**config.mk**
```make
export PLATFORM = sky130hd
export DESIGN_NAME = axis2sgdma_ic
export DESIGN_NICKNAME = d
export VERILOG_FILES = /design/src/rtl/axis2sgdma_ic_pkg.sv /design/src/rtl/axis2sgdma_ic_popcnt.sv /design/src/rtl/axis2sgdma_ic.sv
export SDC_FILE = /design/constraint.sdc
export NUM_CORES = 1
export LEC_CHECK = 0
export ABC_AREA = 1
export BUFFER_PORTS_ARGS = -buffer_cell sky130_fd_sc_hd__buf_2
export CAP_MARGIN = 20
export CORE_MARGIN = 2
export CORE_UTILIZATION = 35
export CTS_BUF_LIST = sky130_fd_sc_hd__clkbuf_8
export DETAILED_ROUTE_END_ITERATION = 6
export GPL_TIMING_DRIVEN = 1
export SLEW_MARGIN = 25
export SYNTH_ARGS = -nofsm -noshare
export SYNTH_HDL_FRONTEND = slang
export SYNTH_SLANG_ARGS = --single-unit
export TNS_END_PERCENT = 30
```
**constraint.sdc**
```tcl
create_clock -name clk -period 6 [get_ports clk]
set_input_delay 1.2 -clock clk [delete_from_list [all_inputs] [get_ports clk]]
set_output_delay 1.2 -clock clk [all_outputs]
set_load 0.005 [all_outputs]
```
**src/rtl/axis2sgdma_ic_pkg.sv**
```systemverilog
// ============================================================================
// Module      : axis2sgdma_ic_pkg
// Description : Shared state encoding, status-word constants and popcount
//               helper for the AXI Stream to SG-DMA S2MM bridge.
// Revision    : 1.0 - initial release
// ============================================================================
`default_nettype none

package axis2sgdma_ic_pkg;

    typedef logic [1:0] state_t;
    localparam state_t ST_IDLE   = 2'd0;
    localparam state_t ST_PASS   = 2'd1;
    localparam state_t ST_STATUS = 2'd2;

    localparam int          STS_WORDS = 5;
    localparam logic [31:0] STS_FLAG  = 32'h5000_0000;

    localparam logic [2:0] W_FLAG  = 3'd0;
    localparam logic [2:0] W_RSVD  = 3'd1;
    localparam logic [2:0] W_TDEST = 3'd2;
    localparam logic [2:0] W_PCNT  = 3'd3;
    localparam logic [2:0] W_LEN   = 3'd4;

    // Widest byte-enable vector the helper handles (1024-bit data path).
    localparam int POPCNT_MAX_W = 128;

    function automatic logic [7:0] popcount(input logic [POPCNT_MAX_W-1:0] v);
        logic [7:0] r;
        r = '0;
        for (int i = 0; i < POPCNT_MAX_W; i++) begin
            r = r + 8'(v[i]);
        end
        return r;
    endfunction

endpackage

`default_nettype wire

```
**src/rtl/axis2sgdma_ic_popcnt.sv**
```systemverilog
// ============================================================================
// Module      : axis2sgdma_ic_popcnt
// Description : Purely combinational count of set bits in a tkeep vector.
// Revision    : 1.0 - initial release
// ============================================================================
`default_nettype none

module axis2sgdma_ic_popcnt
    import axis2sgdma_ic_pkg::*;
#(
    parameter int KEEP_W = 8,
    parameter int CNT_W  = 4
) (
    input  logic [KEEP_W-1:0] keep,
    output logic [CNT_W-1:0]  cnt
);

    logic [POPCNT_MAX_W-1:0] w_keep_ext;

    assign w_keep_ext = POPCNT_MAX_W'(keep);
    assign cnt        = CNT_W'(popcount(w_keep_ext));

endmodule

`default_nettype wire

```
**src/rtl/axis2sgdma_ic.sv**
```systemverilog
// ============================================================================
// Module      : axis2sgdma_ic
// Description : Router-to-DMA return bridge; forwards packets and appends a
//               5-word status stream (flag, 0, tdest, pkt count/0, bytes).
//               Optional macro AXIS2SGDMA_IC_PKT_CNT_EN enables packet count.
// Revision    : 1.0 - initial release
// ============================================================================
`default_nettype none

module axis2sgdma_ic
    import axis2sgdma_ic_pkg::*;
#(
    parameter int DATA_TDATA_WIDTH = 64,
    parameter int CTRL_TDATA_WIDTH = 32,
    parameter int TDEST_WIDTH      = 4
) (
    input  logic                          clk,
    input  logic                          arstn,
    input  logic [DATA_TDATA_WIDTH-1:0]   axis_tdata,
    input  logic                          axis_tvalid,
    input  logic                          axis_tlast,
    output logic                          axis_tready,
    input  logic [DATA_TDATA_WIDTH/8-1:0] axis_tkeep,
    input  logic [TDEST_WIDTH-1:0]        axis_tdest,
    output logic [DATA_TDATA_WIDTH-1:0]   data_tdata,
    output logic                          data_tvalid,
    output logic                          data_tlast,
    input  logic                          data_tready,
    output logic [DATA_TDATA_WIDTH/8-1:0] data_tkeep,
    output logic [CTRL_TDATA_WIDTH-1:0]   sts_tdata,
    output logic                          sts_tvalid,
    output logic                          sts_tlast,
    input  logic                          sts_tready,
    output logic [CTRL_TDATA_WIDTH/8-1:0] sts_tkeep
);

    localparam int KEEP_W = DATA_TDATA_WIDTH / 8;
    localparam int CNT_W  = $clog2(KEEP_W + 1);
    localparam logic [CTRL_TDATA_WIDTH-1:0] C_FLAG = CTRL_TDATA_WIDTH'(STS_FLAG);

    state_t                      r_state;
    logic [TDEST_WIDTH-1:0]      r_tdest;
    logic [CTRL_TDATA_WIDTH-1:0] r_byte_cnt;
    logic [2:0]                  r_idx;
    logic [CTRL_TDATA_WIDTH-1:0] w_pkt_cnt;

    logic [CNT_W-1:0]            w_beat_bytes;
    logic [CTRL_TDATA_WIDTH:0]   w_sum;
    logic [CTRL_TDATA_WIDTH-1:0] w_cnt_next;
    logic                        w_in_status;
    logic                        w_accept;
    logic                        w_sts_hs;
    logic                        w_sts_done;

    axis2sgdma_ic_popcnt #(
        .KEEP_W (KEEP_W),
        .CNT_W  (CNT_W)
    ) u_popcnt (
        .keep (axis_tkeep),
        .cnt  (w_beat_bytes)
    );

    assign w_in_status = (r_state == ST_STATUS);

    // Handshake outputs are forced low while reset is asserted.
    assign axis_tready = arstn & ~w_in_status & data_tready;
    assign data_tvalid = arstn & ~w_in_status & axis_tvalid;
    assign data_tdata  = axis_tdata;
    assign data_tkeep  = axis_tkeep;
    assign data_tlast  = axis_tlast;
    assign w_accept    = axis_tvalid & axis_tready;

    assign sts_tvalid  = arstn & w_in_status;
    assign sts_tlast   = w_in_status & (r_idx == W_LEN);
    assign sts_tkeep   = '1;
    assign w_sts_hs    = sts_tvalid & sts_tready;
    assign w_sts_done  = w_sts_hs & (r_idx == W_LEN);

    // Saturating byte accumulation; the IDLE case starts from zero.
    always_comb begin
        w_sum = {1'b0, (r_state == ST_IDLE) ? '0 : r_byte_cnt}
              + (CTRL_TDATA_WIDTH + 1)'(w_beat_bytes);
        w_cnt_next = w_sum[CTRL_TDATA_WIDTH] ? '1 : w_sum[CTRL_TDATA_WIDTH-1:0];
    end

    always_ff @(posedge clk or negedge arstn) begin
        if (!arstn) begin
            r_state    <= ST_IDLE;
            r_tdest    <= '0;
            r_byte_cnt <= '0;
            r_idx      <= '0;
        end else begin
            case (r_state)
                ST_IDLE: begin
                    if (w_accept) begin
                        r_tdest    <= axis_tdest;
                        r_byte_cnt <= w_cnt_next;
                        r_state    <= axis_tlast ? ST_STATUS : ST_PASS;
                    end
                end
                ST_PASS: begin
                    if (w_accept) begin
                        r_byte_cnt <= w_cnt_next;
                        if (axis_tlast) begin
                            r_state <= ST_STATUS;
                        end
                    end
                end
                ST_STATUS: begin
                    if (w_sts_hs) begin
                        if (w_sts_done) begin
                            r_idx      <= '0;
                            r_byte_cnt <= '0;
                            r_state    <= ST_IDLE;
                        end else begin
                            r_idx <= r_idx + 3'd1;
                        end
                    end
                end
                default: begin
                    r_state <= ST_IDLE;
                end
            endcase
        end
    end

`ifdef AXIS2SGDMA_IC_PKT_CNT_EN
    logic [CTRL_TDATA_WIDTH-1:0] r_pkt_cnt;

    always_ff @(posedge clk or negedge arstn) begin
        if (!arstn) begin
            r_pkt_cnt <= '0;
        end else if (w_sts_done) begin
            r_pkt_cnt <= r_pkt_cnt + 1'b1;
        end
    end

    assign w_pkt_cnt = r_pkt_cnt;
`else
    assign w_pkt_cnt = '0;
`endif

    always_comb begin
        sts_tdata = '0;
        case (r_idx)
            W_FLAG:  sts_tdata = C_FLAG;
            W_RSVD:  sts_tdata = '0;
            W_TDEST: sts_tdata = CTRL_TDATA_WIDTH'(r_tdest);
            W_PCNT:  sts_tdata = w_pkt_cnt;
            W_LEN:   sts_tdata = r_byte_cnt;
            default: sts_tdata = '0;
        endcase
    end

endmodule

`default_nettype wire
```
# Word-level counts from Yosys, hierarchy flattened
# Index checks and enable logic that the tools add are counted.
[totals]
reg_bits = 41
out_inout_bits = 113
elab_cells = 55
[op_classes]
n_addsub = 9
reduce_logical = 8
muxes = 15
eq_ne = 10
bitwise = 9
[ops]
columns = ["op", "count"]
rows = [
  ["two-way mux 32 bit", 5],
  ["case mux 32 bit (3 select lines)", 1],
  ["case mux 32 bit (2 select lines)", 1],
  ["adder 32 x 4 -> 33 bit", 1],
  ["adder 4 x 1 -> 4 bit", 6],
  ["two-way mux 2 bit", 6],
  ["bitwise AND 1 bit", 8],
  ["!= test 2 x 1 -> 1 bit (second input constant)", 3],
  ["!= test 2 bit (second input constant)", 3],
  ["case mux 2 bit (3 select lines)", 1],
  ["AND reduction 5 bit", 1],
  ["AND reduction 2 bit", 2],
  ["AND reduction 4 bit", 1],
  ["adder 3 x 1 -> 3 bit (second input constant)", 1],
  ["== test 3 x 2 -> 1 bit (second input constant)", 1],
  ["== test 3 bit (second input constant)", 1],
  ["zero test 3 bit", 1],
  ["two-way mux 3 bit", 1],
  ["adder 1 x 1 -> 2 bit", 1],
  ["== test 2 x 1 -> 1 bit (second input constant)", 1],
  ["== test 2 bit (second input constant)", 1],
  ["zero test 2 bit", 1],
  ["nonzero test 2 bit", 1],
  ["OR reduction 2 bit", 1],
  ["inverter 1 bit", 1],
]

# Longest topological paths before layout
# Gate-level depths: netlist of run 1.
[depth]
depth_word = 11
ltp_mapped = 21
mapped_depth_nobuf = 21

# Cells and area by module
# Synthesis of run 1 repeated with hierarchy kept, for this count alone.
[unflattened]
hier_cells = 660
hier_area_um2 = 4292.9
[modules_own_cells]
columns = ["module", "area_per_inst_um2", "cells_each", "instances"]
rows = [
  ["axis2sgdma_ic", 4091.4, 631, 1],
  ["axis2sgdma_ic_popcnt", 201.4, 29, 1],
]

# Worst setup path before layout of run 1
# Ideal clock, no wire load.
[synth_timing]
path_type = "input to register"
start = "input port axis_tkeep[0]"
end = "register r_byte_cnt[16]"
setup_ns = 0.126
t_required_ns = 5.874
n_path_buf = 1
t_arrival_ns = 4.564
setup_slack_ns = 1.309
path_stages = 19
cell_sequence = "ha_1 -> inv_1 -> fa_1 -> fa_1 -> fa_1 -> inv_1 -> fa_1 -> fa_1 -> nand2_1 -> nand2_1 -> nand2_1 -> inv_1 -> nand2_1 -> nor2_2 -> nand2_2 -> buf_6 -> nand3_1 -> nand2_1 -> o21ai_1"
[synth_via]
elab_chain_len = 11
[synth_rtl]
columns = ["element", "line", "source"]
rows = [
  ["start: declaration", "axis2sgdma_ic.sv:23", "input logic [DATA_TDATA_WIDTH/8-1:0] axis_tkeep,"],
  ["adder 1 x 1 -> 2 bit", "axis2sgdma_ic_pkg.sv:32", "r = r + 8'(v[i]);"],
  ["adder 4 x 1 -> 4 bit (6 in a row)", "axis2sgdma_ic_pkg.sv:32", ""],
  ["adder 32 x 4 -> 33 bit", "axis2sgdma_ic.sv:82", "+ (CTRL_TDATA_WIDTH + 1)'(w_beat_bytes);"],
  ["two-way mux 32 bit", "axis2sgdma_ic.sv:83", "w_cnt_next = w_sum[CTRL_TDATA_WIDTH] ? '1 : w_sum[CTRL_TDATA_WIDTH-1:0];"],
  ["two-way mux 32 bit", "axis2sgdma_ic.sv:95, axis2sgdma_ic.sv:102", ""],
  ["case mux 32 bit (2 select lines)", "axis2sgdma_ic.sv:93", "case (r_state)"],
  ["end signal: assignment", "axis2sgdma_ic.sv:97", "r_byte_cnt <= w_cnt_next;"],
  ["end signal: assignment", "axis2sgdma_ic.sv:103", "r_byte_cnt <= w_cnt_next;"],
  ["end: declaration", "axis2sgdma_ic.sv:43", "logic [CTRL_TDATA_WIDTH-1:0] r_byte_cnt;"],
]
# Every way passes these cells. The select of a mux whose other input is x is not followed.
# A chain may end at the register's enable or synchronous reset.

# Worst setup path after layout of run 1
[layout_timing]
start = "input port axis_tkeep[0]"
end = "register r_byte_cnt[4]"
# Same word-level chain as after synthesis.

==> results_dict.tcl, run 1 <==
set metrics [dict create \
    dieArea_um2 12400 \
    nFillCells 1284 \
    synthDominantCellAreaShare_pct 25.4 \
    cts_htree_levels 2 \
    p_leak_uw 0.00188 \
    synth_area_leaders "dfrtp_1, nand2_1, buf_4, nor2_1, inv_1" \
    ant_nets 0 \
    antenna_cells 0 \
    cts-root-buf "clkbuf_8" \
    grtUsageTotal_pct 15.9 \
    hpwlAfterDp_um 7590 \
    register_area_um2 1030 \
    crit_arrival_ps 5190 \
    grt_max_degree 42 \
    synth_area_um2 4040 \
    cts.sinks 41 \
    via_per_inst 4.79 \
    syn-instance-count 618 \
    yosys_warnings 0 \
    vias 3566 \
    wl_um 9870 \
    port_buffers 62 \
    crit_end "r_byte_cnt[4]" \
    grt_antenna_before_repair 0 \
    holdCritPathClass "reg2reg" \
    worst-path-max-fanout 22 \
    post-synth-top-area-cell "dfrtp_1" \
    maxCapViolCount 0 \
    fin_cells 744 \
    first_pass_iters 5 \
    period_share_pct 84.0 \
    synth_cell_types 32 \
    worst_pin_slew_ps 904 \
    slew_headroom_pct 39.4 \
    drc 0 \
    yosysSeqAreaShare_pct 25.4 \
    crit_path_start "axis_tkeep[0]" \
    powerDensity_nw_per_um2 222 \
    setup_tns_ps 0 \
    ys_ff_latch 41 \
    die_w_um 111 \
    clockBufferDepth 2 \
    period_needed_ps 5040 \
    grt_setup_unrepaired "no" \
    slew_violations 0 \
    syn_to_final_growth_pct -1.74 \
    finalHoldViolations 0 \
    die_h_um 111 \
    hold_start "r_byte_cnt[28]" \
    cts_setup_buffers 0 \
    num_rows 39 \
    fp.coreArea_um2 11300 \
    finalNetCount 699 \
    fmax_mhz 198 \
    setup_viol 0 \
    multi_input_area_um2 2070 \
    skew_ps 8.08 \
    numCtsBuffers 5 \
    cts-resized-gates 0 \
    crit_type "in2reg" \
    reg2reg_slack_ps 3050 \
    status "completed" \
    drtIter0Drc 199 \
    start_util_pct 35.7 \
    post_route_cells_drive_above_1_share_pct 17.3 \
    cts_tree "yes" \
    io_pins 195 \
    grt_overflow_total 0 \
    rr_worst_depth 15 \
    wl_per_cell_um 13.3 \
    gp_congestion 0.950 \
    insertion_delay_ps 290 \
    grt_pass1_wl_um 16600 \
    end_kind "flop" \
    reg2reg_to "r_byte_cnt[4]" \
    ir_drop_mv 0.189 \
    clk_pin_slew_ps 80 \
    cts-hold-fix-buffers 0 \
    first_global_vias 3521 \
    dpl.cell_count 738 \
    startpoint_type "input pin" \
    reg2reg_from "r_state[0]" \
    required_ps 6150 \
    avgSynthCellArea_um2 6.53 \
]
kinds of logic after synthesis:
group                      count (synthesis)  share of synthesized area (%)
AOI/OAI and AO/OA                         47                           6.39
xor gates and xnor gates                  10                           2.17
buffers and inverters                    166                           23.5
and+or+nand+nor                          338                           36.9
DFF                                       41                           25.4
adders and majority gates                 15                           5.58
other                                      1                         0.0929
cells in the mapped netlist:
library cell and n:
nor2_1 85, inv_1 72, ha_1 10, nand4_1 2, inv_2 3, xor2_1 8, nand2_2 5, nor3_1 2
nor3b_1 2, buf_4 79, buf_6 3, o21ai_1 13, nand3_1 44, clkbuf_1 4, fa_1 5, nor2_2 15
buf_2 5, o21ai_0 16, nor3b_2 1, o21bai_1 1, dfrtp_1 41, o22ai_1 6, a31oi_1 1, xnor2_1 2
nand3b_1 8, nand3_2 2, a21oi_4 1, conb_1 1, a21oi_1 9, nor2_4 6, nand2_1 165, and2_1 1
layout by cell type (no fill, tap or decap), drive strengths merged, types with 2 or more instances in the layout:
cell    count
nand4       2
xor2        8
o21ai      29
buf        65
dfrtp      41
conb        4
nand2     170
o22ai       6
nand3      46
fa          5
a21oi      10
nor3b       3
xnor2       2
clkbuf      5
nand3b      8
nor3        2
clkinv      2
ha         10
nor2      106
inv        74
metal layers:
layer | global-route usage [%] | share of wire, % | vias to the layer above | wire (um)
li1 | - | - | 1788 | -
met1 | 20.9 | 46 | 1616 | 4490
met2 | 26.0 | 45 | 137 | 4440
met5 | 0 | 0 | - | 0
met3 | 3.70 | 7.2 | 25 | 715
met4 | 5.35 | 2.2 | 0 | 215
where the power goes:
group	total [uW]	switching (uW)	leakage (uW)	internal, uW
sequential	333	19.3	0.000554	313
combinational	378	271	0.00129	106
clock	171	94.4	0.0000399	76.7
per-stage QoR:
| step | cell area [um^2] | power (uW) | utilization [%] | setup WS (ps) | hold WS, ps |
|---|---|---|---|---|---|
| floorplan | 4050 | 655 | - | 1310 | 449 |
| global placement | 3890 | 713 | 34.4 | 769 | 462 |
| detailed placement | 3890 | 721 | 34.4 | 685 | 478 |
| CTS | 3970 | 894 | 35.0 | 992 | 496 |
| global route | 3970 | 952 | 35.0 | 654 | 525 |
| finish | 3970 | 882 | 35.0 | 960 | 502 |
state kept, by name, indices dropped and copies added (netlist names):
signal	count
r_idx	3
r_state	2
r_byte_cnt	32
r_tdest	4
layout make-up:
cell class / count / share of cell area (%)
Clock buffer: 5 / 1.74
Clock inverter: 1 / 0.126
Inverter: 75 / 7.10
Multi-Input combinational cell: 414 / 52.3
Sequential cell: 41 / 25.9
Tap cell: 143 / 4.51
Timing Repair Buffer: 65 / 8.39
critical path: stages:
cell and delay (ps):
buf_2 100, ha_1 270, inv_1 50, fa_1 510, fa_1 440, fa_1 380, inv_1 90, fa_1 460
fa_1 450, nand2_1 90, nand2_1 60, nand2_1 120, inv_1 70, nand2_1 100, nor2_2 70, nand2_2 350
o21ai_0 180, nand2_1 80, o21ai_0 100
how the worst min path moves through the flow:
stage | end | slack [ps] | cells after the start
2_1_floorplan | r_byte_cnt[30] | 450 | 2
3_3_place_gp | r_byte_cnt[28] | 460 | 2
3_5_place_dp | r_byte_cnt[30] | 480 | 2
4_1_cts | r_byte_cnt[30] | 500 | 2
5_1_grt | r_byte_cnt[30] | 520 | 2
6_report | r_byte_cnt[28] | 500 | 2
Power figures use the tool's default switching activity.
==> run 2: changes to the inputs <==
==> constraint.sdc (replaced) <==
create_clock -name clk -period 4.89 [get_ports clk]
set_input_delay 0.978 -clock clk [delete_from_list [all_inputs] [get_ports clk]]
set_output_delay 0.978 -clock clk [all_outputs]
set_load 0.005 [all_outputs]
==> results_dict.tcl, run 2 (synthesized netlist as in run 1, its figures left out) <==
set metrics [dict create \
    status "completed" \
    slew_violations 0 \
    grt.met2_usage_pct 28.1 \
    ir_drop_mv 0.242 \
    busiest_layer "met2" \
    place_ws_ps -102 \
    fp.coreArea_um2 11300 \
    layout_setup_ws_ps 287 \
    slew_headroom_pct 33.9 \
    cts_setup_buffers 0 \
    post_route_cells_drive_above_1_share_pct 17.5 \
    nFillCells 1282 \
    clk_pin_slew_ps 90 \
    cp_slowest_stage_delay_ps 510 \
    period_share_pct 94.1 \
    die_w_um 111 \
    crit_chain "buf_2, ha_1, inv_1, fa_1, fa_1, fa_1, inv_1, fa_1, xor2_1, ha_1, nand2_1, nand2_1, nand2_1, nor2_2, nand3_1, nor2_2, nand3_4, nand2_1, nand2_1, o21ai_1" \
    num_rows 39 \
    cts_htree_levels 2 \
    largest_register "r_byte_cnt" \
    via_per_inst 4.84 \
    final_common_cell "nand2_1" \
    crit_path_top_delay_cell "fa_1" \
    final_util_pct 35.4 \
    reg2reg_slack_ps 2130 \
    port_buffers 62 \
    vias 3622 \
    drtIter0Drc 172 \
    crit_end "r_byte_cnt[12]" \
    worst-path-max-fanout 7 \
    fmax_mhz 217 \
    hpwlAfterDp_um 7810 \
    crit_path_start "axis_tkeep[0]" \
    crit_buf_inv 3 \
    holdCritPathClass "reg2reg" \
    end_kind "flop" \
    drc 0 \
    finalNetCount 702 \
    numCtsBuffers 5 \
    powerDensity_nw_per_um2 273 \
    largest_register_ffs 32 \
    reg2reg_to "r_byte_cnt[12]" \
    first_global_vias 3667 \
    maxCapViolCount 0 \
    wl_per_cell_um 13.7 \
    final_cell_area_um2 4000 \
    die_h_um 111 \
    cts-root-buf "clkbuf_8" \
    critical_path.top_delay_family "adder cells" \
    grtUsageTotal_pct 16.9 \
    cts.sinks 41 \
    cts_tree "yes" \
    gp_congestion 0.891 \
    startpoint_type "input pin" \
    grt_antenna_before_repair 0 \
    cp.depth 20 \
    clockBufferDepth 2 \
    grt_use_met1_pct 22.6 \
    grt_overflow_total 0 \
    period_needed_ps 4600 \
    crit_arrival_ps 4840 \
    ant_nets 0 \
    gr-usage-met3_pct 3.16 \
    worst_pin_slew_ps 986 \
    syn_to_final_growth_pct -0.837 \
    layout.cells.most_common_list "nand2_1, nor2_1, inv_1" \
    placed_area_um2 3920 \
    reg2reg_from "r_state[0]" \
    setup_tns_ps 0 \
    insertion_delay_ps 300 \
    multi_input_area_um2 2080 \
    required_ps 5130 \
    p_leak_uw 0.00191 \
    register_area_um2 1030 \
    rr_worst_depth 14 \
    cp_common_cell "nand2_1" \
    skew_ps 8.41 \
    crit_type "in2reg" \
    dieArea_um2 12400 \
    reg.largest.list "r_byte_cnt: 32 flops, r_tdest: 4 flops, r_idx: 3 flops" \
    first_pass_iters 4 \
    grt_max_degree 42 \
    start_util_pct 35.7 \
    setup_viol 0 \
    finalHoldViolations 0 \
    io_pins 195 \
    grt_pass1_wl_um 17500 \
    antenna_cells 0 \
    wl_um 10200 \
]
## run 2: cell type report
class | count | area share [%]
multi-input cells | 414 | 52.0
well taps | 143 | 4.47
flip-flops and latches | 41 | 25.6
inverters | 75 | 7.03
clock buffers | 5 | 1.72
clock inverters | 3 | 0.281
repair buffers | 68 | 8.88
## run 2: worst min-delay path by stage
| stage | from | endpoint | slack (ps) | cells past startpoint |
|---|---|---|---|---|
| global route | r_byte_cnt[31] | r_byte_cnt[31] | 540 | 2 |
| CTS | r_byte_cnt[30] | r_byte_cnt[30] | 490 | 2 |
| detailed placement | r_byte_cnt[30] | r_byte_cnt[30] | 470 | 2 |
| finish | r_byte_cnt[30] | r_byte_cnt[30] | 490 | 2 |
| floorplan | r_byte_cnt[30] | r_byte_cnt[30] | 450 | 2 |
| global placement | r_byte_cnt[30] | r_byte_cnt[30] | 460 | 2 |
## run 2: layer usage
layer	share of wire (%)	routed length (um)
met5	0	0
met4	1.3	131
met3	6.1	627
met2	47	4800
met1	46	4680
## run 2: tightest hold or removal path, cell delays in order (launching register included)
cell and delay [ps]:
dfrtp_1 350, nand2_1 50, nand2_1 60
## run 2: what timing repair did
action                     in CTS  in global routing
setup endpoints to repair       0                  7
resized for setup               0                  1
hold buffers                    0                  0
## run 2: power by group
group	leakage, uW	switching [uW]	internal [uW]
clock network	0.0000519	126	95.6
registers	0.000554	24.2	384
logic	0.00130	334	129
total	0.00191	484	609
## run 2: through the flow
stage	hold slack [ps]	instances	total power [uW]
2_1_floorplan	449	621	804
3_3_place_gp	463	741	875
5_1_grt	541	749	1180
4_1_cts	495	749	1110
6_report	492	749	1090
3_5_place_dp	473	741	884
